## config.mk

```make
export PLATFORM = sky130hd
export DESIGN_NAME = pipe_stage_reg
export DESIGN_NICKNAME = d
export VERILOG_FILES = /design/src/rtl/pipe_stage_reg.sv
export SDC_FILE = /design/constraint.sdc
export NUM_CORES = 1
export LEC_CHECK = 0
export CAP_MARGIN = 20
export CORE_AREA = 2 2 114 116
export CTS_BUF_LIST = sky130_fd_sc_hd__clkbuf_16
export CTS_CLUSTER_SIZE = 30
export DETAILED_ROUTE_END_ITERATION = 7
export DIE_AREA = 0 0 116 118
export PLACE_DENSITY = 0.69
export SETUP_SLACK_MARGIN = 0.05
export SYNTH_ARGS = -nofsm -noshare
export SYNTH_HDL_FRONTEND = slang
export SYNTH_SLANG_ARGS = --single-unit
```

## constraint.sdc

```tcl
create_clock -name clk -period 1.7 [get_ports clk]
set_input_delay 0.425 -clock clk [delete_from_list [all_inputs] [get_ports clk]]
set_output_delay 0.425 -clock clk [all_outputs]
set_load 0.01 [all_outputs]
```

## src/rtl/pipe_stage_reg.sv

```systemverilog
// pipe_stage_reg: reusable pipeline boundary register with a valid/ready
// handshake, synchronous flush to a bubble and a saturating stall counter.
// Define PIPE_STAGE_SKID_EN for a 2-entry skid buffer with a registered
// in_ready. Without it the stage holds one entry and in_ready is combinational.
module pipe_stage_reg #(
  parameter int unsigned         DATA_W = 96,
  parameter logic [DATA_W-1:0]   BUBBLE = '0,
  parameter int unsigned         CNT_W  = 16
) (
  input  logic              clk,
  input  logic              reset,
  input  logic              flush,
  input  logic              in_valid,
  output logic              in_ready,
  input  logic [DATA_W-1:0] in_data,
  output logic              out_valid,
  input  logic              out_ready,
  output logic [DATA_W-1:0] out_data,
  output logic [CNT_W-1:0]  stall_cnt
);

  typedef enum logic [1:0] {
    EMPTY = 2'd0,
    FULL  = 2'd1,
    SKID  = 2'd2
  } state_e;

  state_e              state_q, state_d;
  logic [DATA_W-1:0]   main_q, main_d;
  logic                valid_q, valid_d;
  logic [CNT_W-1:0]    stall_q, stall_d;
  logic                accept, consume;

`ifdef PIPE_STAGE_SKID_EN
  logic [DATA_W-1:0]   skid_q, skid_d;
  logic                rdy_q, rdy_d;

  assign in_ready = rdy_q;
`else
  assign in_ready = ~valid_q | out_ready;
`endif

  assign accept    = in_valid & in_ready;
  assign consume   = valid_q & out_ready;
  assign out_valid = valid_q;
  assign out_data  = main_q;
  assign stall_cnt = stall_q;

  // Next-state, payload movement and flush override.
  always_comb begin
    state_d = state_q;
    main_d  = main_q;
`ifdef PIPE_STAGE_SKID_EN
    skid_d  = skid_q;
`endif
    unique case (state_q)
      EMPTY: begin
        if (accept) begin
          state_d = FULL;
          main_d  = in_data;
        end
      end
      FULL: begin
        if (accept && consume) begin
          main_d = in_data;
        end else if (accept) begin
`ifdef PIPE_STAGE_SKID_EN
          state_d = SKID;
          skid_d  = in_data;
`endif
        end else if (consume) begin
          state_d = EMPTY;
          main_d  = BUBBLE;
        end
      end
      SKID: begin
`ifdef PIPE_STAGE_SKID_EN
        if (consume) begin
          state_d = FULL;
          main_d  = skid_q;
          skid_d  = BUBBLE;
        end
`else
        state_d = EMPTY;
        main_d  = BUBBLE;
`endif
      end
      default: begin
        state_d = EMPTY;
        main_d  = BUBBLE;
      end
    endcase

    if (flush) begin
      state_d = EMPTY;
      main_d  = BUBBLE;
`ifdef PIPE_STAGE_SKID_EN
      skid_d  = BUBBLE;
`endif
    end

    // Handshake outputs are registered versions of the next state so they
    // come straight from flops.
    valid_d = (state_d != EMPTY);
`ifdef PIPE_STAGE_SKID_EN
    rdy_d   = (state_d != SKID);
`endif
  end

  // Saturating count of cycles where a held beat is not taken downstream.
  always_comb begin
    stall_d = stall_q;
    if (valid_q && !out_ready && (stall_q != '1)) begin
      stall_d = stall_q + 1'b1;
    end
  end

  // State and payload registers.
  always_ff @(posedge clk or negedge reset) begin
    if (!reset) begin
      state_q <= EMPTY;
      main_q  <= BUBBLE;
      valid_q <= 1'b0;
      stall_q <= '0;
`ifdef PIPE_STAGE_SKID_EN
      skid_q  <= BUBBLE;
      rdy_q   <= 1'b1;
`endif
    end else begin
      state_q <= state_d;
      main_q  <= main_d;
      valid_q <= valid_d;
      stall_q <= stall_d;
`ifdef PIPE_STAGE_SKID_EN
      skid_q  <= skid_d;
      rdy_q   <= rdy_d;
`endif
    end
  end

endmodule
```

==> metrics.cfg, run 1 <==
[grt]
grt_max_degree=58
grt_pass1_vias=3695
grt_antenna_before_repair=0
grt_pass1_wl_um=19300
grt-ovfl-total=0
grt.total_usage=0.182

[die]
dieArea_um2=13700
dieHeight_um=118
ios=215
start_util=0.343
core_area_um2=12400
die-width_um=116
fp-row-count=41

[synthesis]
synth.distinct_cells=30
ys_seq_area_frac=0.675
syn_inst=296
syn_area_um2=4260
synth_top_area_frac=0.675
yosys.area.top_type=dfrtp_1
avgSynthCellArea_um2=14.4
ys_warn_count=0
synthTopCellsByArea=dfrtp_1 68%, a22o_1 20%, xnor2_1 1.8%
synth_nets=398
ys_ff_latch=115

[sta]
finClkSkew_ns=0.00865
rsz0062_at_grt=yes
fin_ws_ns=0.0426
final_hold_viol_count=0
finalCriticalPeriod_ns=1.66
setup_viol=0
drv_slew=0
finalCritPeriodShare=0.975
timing.fmax_mhz=603

[layout]
final_cells=724
final_nets=641
multi_input_area_um2=1310
nFillCells=1047
design_area_um2=7410
seq_area_um2=2880
layout_common_cells=112 x dfrtp_1, 106 x dlygate4sd2_1, 98 x clkdlybuf4s50_1, 96 x a22o_1, 22 x buf_4
drive_gt1_frac=0.138
layout_commonest_cell=dfrtp_1
area_delta_synth_final_pct=73.9
antennaDiodeCount=0

[route]
drc=0
drtIter0Drc=188
wl_per_cell_um=16.8
drtPass1Iterations=4
viasPerCell=4.78
via_count=3460
drt-total-wl_um=12200
ant_nets=0

[pwr]
vdd_ir_drop_max_v=0.000545
p_per_area_nw_per_um2=1060
p_leak_nw=3.82
totalPowerFinal_w=0.00783

[placed_design]
pre_cts_ws_ns=-0.352
gp_congestion=0.797
port_buffers=214
dpl_cell_area_um2=6810
dpl.hpwl_um=8570
numPlacedInstances=687

[critical_path]
start_kind=flip-flop
crit_type=reg -> reg
crit_path_end_kind=flip-flop
crit_fanout=8
cp.arrival_ns=1.94
critical_path_required_ns=1.98

[clocking]
h-tree-depth=4
cts.path.max_buffers=2
cts_buffers=17
clock_latency_ns=0.40
cts-root-buf=clkbuf_16
cts_sinks=115
clk_pin_slew_worst_paths_ns=0.05
cts_tree=done

[run_status]
status=finished, final reports clean

[min_path]
hold_path_class=in -> async

[run]
maxCapViolCount=0

-- power breakdown --
| part | internal [W] | switching [W] |
|---|---|---|
| clock | 0.00271 | 0.00118 |
| combinational | 0.000566 | 0.000421 |
| sequential | 0.00287 | 0.0000883 |
| total | 0.00614 | 0.00169 |
-- final cells by class --
class	instances	area share
multi-input cells	157	0.177
inverters	2	0.00101
flip-flops and latches	115	0.389
well taps	172	0.0290
clock buffers	17	0.0574
clock inverters	15	0.0299
repair buffers	246	0.317
-- kinds of logic (layout without fill, tap and decap cells) --
kind of cell               Yosys count  after routing  share of synthesized area
AOI/OAI and AO/OA                  101            101                      0.206
adders and majority gates            1              1                    0.00294
muxes                                1              1                    0.00352
and+or+nand+nor                     38             38                     0.0514
buffers and inverters               24            280                     0.0288
other                                1              1                   0.000880
xor gates and xnor gates            15             15                     0.0308
DFF                                115            115                      0.675
-- sequential cells by signal, summed over array words and instances, names as in the netlist --
signal,count
out_valid,1
state_q,2
out_data,96
stall_cnt,16
-- critical path: stages, from the launching register on --
cell,delay [ns]
dfrtp_2,0.40
ha_4,0.14
nand4_1,0.17
o41a_1,0.39
buf_6,0.15
mux2_4,0.29
-- what timing repair did --
item	in CTS	in global routing
pin swaps	1	3
resized for setup	130	9
hold buffers	1	0
hold endpoints to repair	7	0
setup endpoints to repair	116	12
buffers inserted	4	0
-- cells in the mapped netlist --
cell and count:
or4_4 1, nand4_1 7, o2111ai_1 1, a22o_1 96, nor2b_1 1, nor4_1 1, nor2_1 8, nand4b_1 1
and4_1 1, o41a_1 1, nor4_2 1, o21ai_0 1, ha_1 1, nand2_1 7, conb_1 1, nor2b_4 1
buf_2 14, and3_1 1, xnor2_1 9, nor3_1 2, inv_1 2, mux2_4 1, clkbuf_1 6, nand3_1 5
buf_6 2, xor2_1 6, o31a_1 1, nor3_2 1, dfrtp_1 115, a21oi_1 1
-- per-layer routing --
| metal | share of wire | wire [um] | up-vias | global-route usage |
|---|---|---|---|---|
| li1 | - | - | 1607 | - |
| met1 | 0.42 | 5120 | 1686 | 0.228 |
| met2 | 0.49 | 5950 | 149 | 0.294 |
| met3 | 0.074 | 907 | 18 | 0.0546 |
| met4 | 0.018 | 215 | 0 | 0.0699 |
| met5 | 0 | 0 | - | 0 |
-- stage by stage --
stage               setup TNS [ns]  utilization  hold slack, ns
detailed placement          -33.23        0.549           0.270
finish                           0        0.597           0.396
global route               -0.0444        0.597           0.416
CTS                              0        0.594           0.377
global placement            -31.52        0.549           0.267
floorplan                        0            -           0.129
-- final timing paths --
kind	to	slack, ns	cells after the start	startpoint
hold reg to reg	out_data[57]	0.49	1	out_data[57]
setup / recovery	stall_cnt[1]	0.04	5	stall_cnt[0]
hold / removal	out_data[91]	0.40	2	reset
min in group clk	out_data[57]	0.49	1	out_data[57]
setup reg to reg	stall_cnt[1]	0.04	5	stall_cnt[0]
max in group asynchronous	stall_cnt[5]	0.78	3	reset
No activity file was read; power rests on OpenSTA's default activity.
==> inputs of run 2 (changes only) <==
==> constraint.sdc (replaced) <==
create_clock -name clk -period 1.7 [get_ports clk]
set_input_delay 0.425 -clock clk [delete_from_list [all_inputs] [get_ports clk]]
set_output_delay 0.425 -clock clk [all_outputs]
set_load 0.02 [all_outputs]
==> run 2 against run 1 <==
Compared with the run above:
- combinational power grew 5%
- hold slack got worse by 0.016 ns
- via count is 2.1% higher
- first-iteration DRC count grew 7.4%
- worst setup slack improved by 0.049 ns
- register-to-register slack gained 0.05 ns
- fmax grew 3.0%
- global-route usage rose by 0.48 points
- count of clock-buffer cells in the layout unchanged
- die area unchanged
- largest power group is now registers
==> metrics.cfg, run 2 (synthesis results as in run 1) <==
[run_status]
status=finished, final reports clean

[layout]
final_core_util=0.586  ; -0.0112
area_delta_synth_final_pct=70.6
nFillCells=1059  ; +1.1%
layout_commonest_cell=dfrtp_1
final_nets=637  ; -0.62%
layout_common_cells=107 x dfrtp_1, 106 x dlygate4sd2_1, 98 x clkdlybuf4s50_1, 96 x a22o_1, 21 x clkbuf_16
seq_area_um2=2890  ; +0.22%
multi_input_area_um2=1290  ; -1.5%
largest_register_ffs=96  ; unchanged
drive_gt1_frac=0.125  ; -0.0131
antennaDiodeCount=0  ; unchanged

[sta]
drv_slew=0  ; unchanged
finalCriticalPeriod_ns=1.61  ; -0.0486 ns
hold_ws_ns=0.380  ; -0.0160 ns
final_hold_viol_count=0  ; unchanged
fin_ws_ns=0.0911  ; +0.0486 ns
rsz0062_at_grt=yes
setup_viol=0  ; unchanged
timing.fmax_mhz=622  ; +3.0%
finClkSkew_ns=0.00904  ; +0.000393 ns
finalCritPeriodShare=0.946  ; -0.0286

[placed_design]
pre_cts_ws_ns=-0.485  ; -0.133 ns
port_buffers=214  ; unchanged
dpl.hpwl_um=8390  ; -2.1%
gp_congestion=0.747  ; -6.3%

[route]
viasPerCell=4.92  ; +3.0%
drtIter0Drc=202  ; +7.4%
drt-total-wl_um=13000  ; +6.8%
ant_nets=0  ; unchanged
wl_per_cell_um=18.1  ; +7.7%
drc=0  ; unchanged
via_count=3534  ; +2.1%
drtPass1Iterations=4  ; unchanged

[clocking]
cts_tree=done
cts-root-buf=clkbuf_16
cts.path.max_buffers=2  ; unchanged
clk_pin_slew_worst_paths_ns=0.05  ; about the same
h-tree-depth=4  ; unchanged
cts_buffers=17  ; unchanged
cts_sinks=115  ; unchanged
clock_latency_ns=0.41  ; about the same

[critical_path]
cp_cell_sequence=dlygate4sd2_1
path_delay_family=flip-flops
crit_path_end_kind=output pin
r2r_slack_ns=0.09  ; +0.05 ns
rr_startpoint=stall_cnt[0]
rr_endpoint=stall_cnt[1]
critical_path_required_ns=1.27  ; -0.71 ns
critPathSlowestCell=dfrtp_2
cp.arrival_ns=1.18  ; -0.76 ns
slowest_delay_ns=0.44  ; +0.04 ns
start_kind=flip-flop
r2r.worst_path.cells=5  ; unchanged
crit_type=reg -> out
cp_num_buf_inv=1  ; unchanged
crit_fanout=5  ; -3

[die]
dieArea_um2=13700  ; unchanged
die-width_um=116  ; unchanged
dieHeight_um=118  ; unchanged
start_util=0.343  ; unchanged
core_area_um2=12400  ; unchanged
ios=215  ; unchanged
fp-row-count=41  ; unchanged

[pwr]
p_leak_nw=3.74  ; -2.3%
switchingPower_w=0.00174  ; +3.1%
vdd_ir_drop_max_v=0.000653  ; +20%
totalPowerFinal_w=0.00695  ; -11%
swShare=0.250  ; +0.0347
p_clk_frac=0.420  ; -0.076
power.share.combinational=0.150  ; +0.024
share_seq_of_total_power=0.430  ; +0.052
p_per_area_nw_per_um2=956  ; -9.5%
p_int_w=0.00521  ; -15%

[min_path]
hold_path_class=in -> async

[grt]
grt_max_degree=62  ; +6.9%
grt_pass1_vias=3750  ; +1.5%
grt_antenna_before_repair=0  ; unchanged
grt.total_usage=0.187  ; +0.00476
grt-ovfl-total=0  ; unchanged
grt_pass1_wl_um=19500  ; +1.2%

[run]
maxCapViolCount=0  ; unchanged

## run 2: area by class of cell
class | count | share of cell area
sequential | 115 | 0.397
timing repair buffer | 242 | 0.328
inverter | 2 | 0.00103
clock inverter | 13 | 0.00740
tap | 172 | 0.0296
multi-input combinational | 157 | 0.178
clock buffer | 17 | 0.0585
## run 2: layer usage
layer,global-route usage,vias to the layer above,routed length (um)
met5,0,-,0
met4,0.0670,0,234
met3,0.0793,24,1070
met2,0.304,161,6370
met1,0.219,1751,5340
li1,-,1598,-
## run 2: timing repair
| action | CTS | global route |
|---|---|---|
| gates resized for setup | 123 | 11 |
| cloned | 1 | 4 |
| setup buffers | 3 | 1 |
| setup endpoints to repair | 211 | 98 |
| hold buffers | 1 | 0 |
| endpoints found under the hold margin | 4 | 0 |
| pin swaps | 1 | 2 |
## run 2: worst max path at each step
stage                    end     startpoint  cells after the start
3_3_place_gp        in_ready      out_ready                      4
6_report       stall_cnt[11]  stall_cnt[11]                      1
4_1_cts         stall_cnt[3]   stall_cnt[3]                      1
5_1_grt         stall_cnt[1]   stall_cnt[0]                      5
3_5_place_dp    out_data[85]      out_ready                      7
2_1_floorplan   out_data[10]      out_valid                      6
## run 2: power by group through the flow
stage               registers, W  logic [W]  clock network, W
floorplan                0.00318   0.000222                 0
global placement         0.00304   0.000999                 0
detailed placement       0.00304    0.00103                 0
CTS                      0.00299    0.00101           0.00299
global route             0.00301    0.00113           0.00315
finish                   0.00299    0.00104           0.00292
## run 2: worst register-to-register path: stages (launching register included)
cell     delay (ns)
dfrtp_2        0.40
ha_4           0.16
nand4_1        0.14
o41a_1         0.35
buf_6          0.15
mux2_4         0.29
## run 2: stage by stage
step	cell area, um^2	TNS (ns)	instances
3_5_place_dp	6740	-47.70	678
5_1_grt	7270	0	718
3_3_place_gp	6740	-45.80	678
6_report	7270	0	718
4_1_cts	7140	0	713
2_1_floorplan	4280	0	296
==> inputs of run 3 (changes only) <==
CORE_AREA = 2 2 112 114   (was 2 2 114 116)
DIE_AREA = 0 0 114 116   (was 0 0 116 118)
PLACE_DENSITY = 0.71   (was 0.69)
==> run 3 against run 2 <==
Compared with the run above:
- die area shrank 3.4%
- routed wire length shrank 5.4%
- final cell count shrank 3.8%
- clock skew is essentially flat
- utilization grew 2.5 points
- global-route usage shrank 0.39 points
- hold slack gained 0.085 ns
- flip-flop and latch count is the same
- register-to-register slack is essentially flat
- critical path type unchanged
- critical endpoint is now out_valid
- largest power group is now the clock network
- highest routed layer unchanged
==> metrics.cfg, run 3 (synthesis results as in run 1) <==
[run_status]
status=finished, final reports clean

[grt]
grt_pass1_vias=3503  ; -6.6%
grt_antenna_before_repair=0  ; unchanged
grt_pass1_wl_um=18700  ; -4.2%
grt-ovfl-total=0  ; unchanged
grt.total_usage=0.183  ; -0.00393
grt_max_degree=62  ; unchanged

[clocking]
cts-root-buf=clkbuf_16
cts_buffers=17  ; unchanged
clk_pin_slew_worst_paths_ns=0.05  ; about the same
h-tree-depth=4  ; unchanged
cts.path.max_buffers=2  ; unchanged
cts_tree=done
clock_latency_ns=0.40  ; about the same
cts_sinks=115  ; unchanged

[critical_path]
cp_cell_sequence=buf_4 -> clkdlybuf4s15_2
r2r.worst_path.cells=4  ; -1
crit_fanout=4  ; -1
start_kind=flip-flop
cp.depth=2  ; +1
cp.arrival_ns=1.19  ; about the same
crit_path_end_kind=output pin
rr_startpoint=stall_cnt[8]
path_delay_family=flip-flops
critical_path_required_ns=1.27  ; about the same
r2r_slack_ns=0.09  ; about the same
crit_type=reg -> out
slowest_delay_ns=0.40  ; -0.04 ns
rr_endpoint=stall_cnt[13]
cp_num_buf_inv=2  ; +1
critPathSlowestCell=dfrtp_2

[layout]
layout_common_cells=106 x dlygate4sd2_1, 105 x dfrtp_1, 98 x clkdlybuf4s50_1, 96 x a22o_1, 18 x clkbuf_16
final_cells=691  ; -3.8%
final_nets=633  ; -0.63%
layout_commonest_cell=dlygate4sd2_1
largest_register_ffs=96  ; unchanged
drive_gt1_frac=0.142  ; +0.0170
antennaDiodeCount=0  ; unchanged
area_delta_synth_final_pct=70.8

[pwr]
vdd_ir_drop_max_v=0.000562  ; -14%
p_leak_nw=3.73  ; -0.13%
p_per_area_nw_per_um2=1050  ; +10%
totalPowerFinal_w=0.00766  ; +10%

[sta]
timing.fmax_mhz=618  ; -0.64%
finClkSkew_ns=0.00948  ; +0.000437 ns
finalCritPeriodShare=0.952  ; +0.00605
drv_slew=0  ; unchanged
final_hold_viol_count=0  ; unchanged
finalCriticalPeriod_ns=1.62  ; +0.0103 ns
setup_viol=0  ; unchanged
rsz0062_at_grt=yes

[placed_design]
port_buffers=214  ; unchanged
numPlacedInstances=655  ; -3.4%
gp_congestion=0.827  ; +11%
dpl.hpwl_um=8390  ; about the same

[die]
dieHeight_um=116  ; -1.7%
dieArea_um2=13200  ; -3.4%
fp-row-count=40  ; -2.4%
die-width_um=114  ; -1.7%
start_util=0.358  ; +0.0145
ios=215  ; unchanged
core_area_um2=11900  ; -4.1%

[route]
via_count=3480  ; -1.5%
drt-total-wl_um=12300  ; -5.4%
drc=0  ; unchanged
ant_nets=0  ; unchanged
drtIter0Drc=226  ; +12%
viasPerCell=5.04  ; +2.3%
wl_per_cell_um=17.8  ; -1.7%
drtPass1Iterations=5  ; +1

[min_path]
hold_path_class=in -> async

[run]
maxCapViolCount=0  ; unchanged

-- run 3: changes by cell type in the layout (fill, tap and decap cells not counted), sizes merged, moves of 3 or more --
cell and delta:
clkinv -8, bufinv +4, clkbuf -3, clkinvlp +6
-- run 3: final cells by class --
| type | count | area (um^2) |
|---|---|---|
| inverters | 2 | 7.51 |
| fillers | 968 | 4630 |
| clock inverters | 15 | 191 |
| flip-flops and latches | 115 | 2890 |
| clock buffers | 17 | 425 |
| well taps | 147 | 184 |
| multi-input cells | 157 | 1290 |
| repair buffers | 238 | 2290 |
-- run 3: stage by stage --
stage | TNS (ns) | util | instance area, um^2 | hold WS, ns | worst slack [ns]
finish | 0 | 0.611 | 7280 | 0.465 | 0.0808
global route | 0 | 0.611 | 7280 | 0.480 | 0.0190
CTS | 0 | 0.606 | 7220 | 0.455 | 0.0525
detailed placement | -32.39 | 0.564 | 6720 | 0.336 | -0.456
global placement | -29.87 | 0.564 | 6720 | 0.332 | -0.397
floorplan | 0 | - | 4280 | 0.129 | 0.0616
-- run 3: worst max-delay path by stage --
stage                             from             to  slack (ns)
after floorplan              out_valid   out_data[10]        0.06
after global placement       out_ready       in_ready       -0.40
after detailed placement     out_ready       in_ready       -0.46
after CTS                 stall_cnt[2]   stall_cnt[2]        0.05
after global routing      stall_cnt[6]  stall_cnt[13]        0.02
final                        out_valid      out_valid        0.08
-- run 3: routing by layer --
layer | wire length, um | vias to the layer above | part of all wire | track usage
met1 | 5310 | 1679 | 0.43 | 0.242
met4 | 286 | 0 | 0.023 | 0.0797
li1 | - | 1596 | - | -
met2 | 5800 | 178 | 0.47 | 0.284
met5 | 0 | - | 0 | 0
met3 | 918 | 27 | 0.075 | 0.0492
-- run 3: where the power goes --
| group | leakage (nW) | internal [W] | total (W) | switching (W) |
|---|---|---|---|---|
| clock network | 0.286 | 0.00243 | 0.00367 | 0.00123 |
| logic | 1.89 | 0.000525 | 0.00100 | 0.000478 |
| registers | 1.55 | 0.00287 | 0.00299 | 0.000114 |
-- run 3: what timing repair did --
item / in CTS / in global routing
setup endpoints to repair: 116 / 71
endpoints found under the hold margin: 19 / 0
pin swaps: 0 / 2
hold buffers: 1 / 0
setup buffers: 1 / 1
cloned: 0 / 1
gates resized for setup: 130 / 9
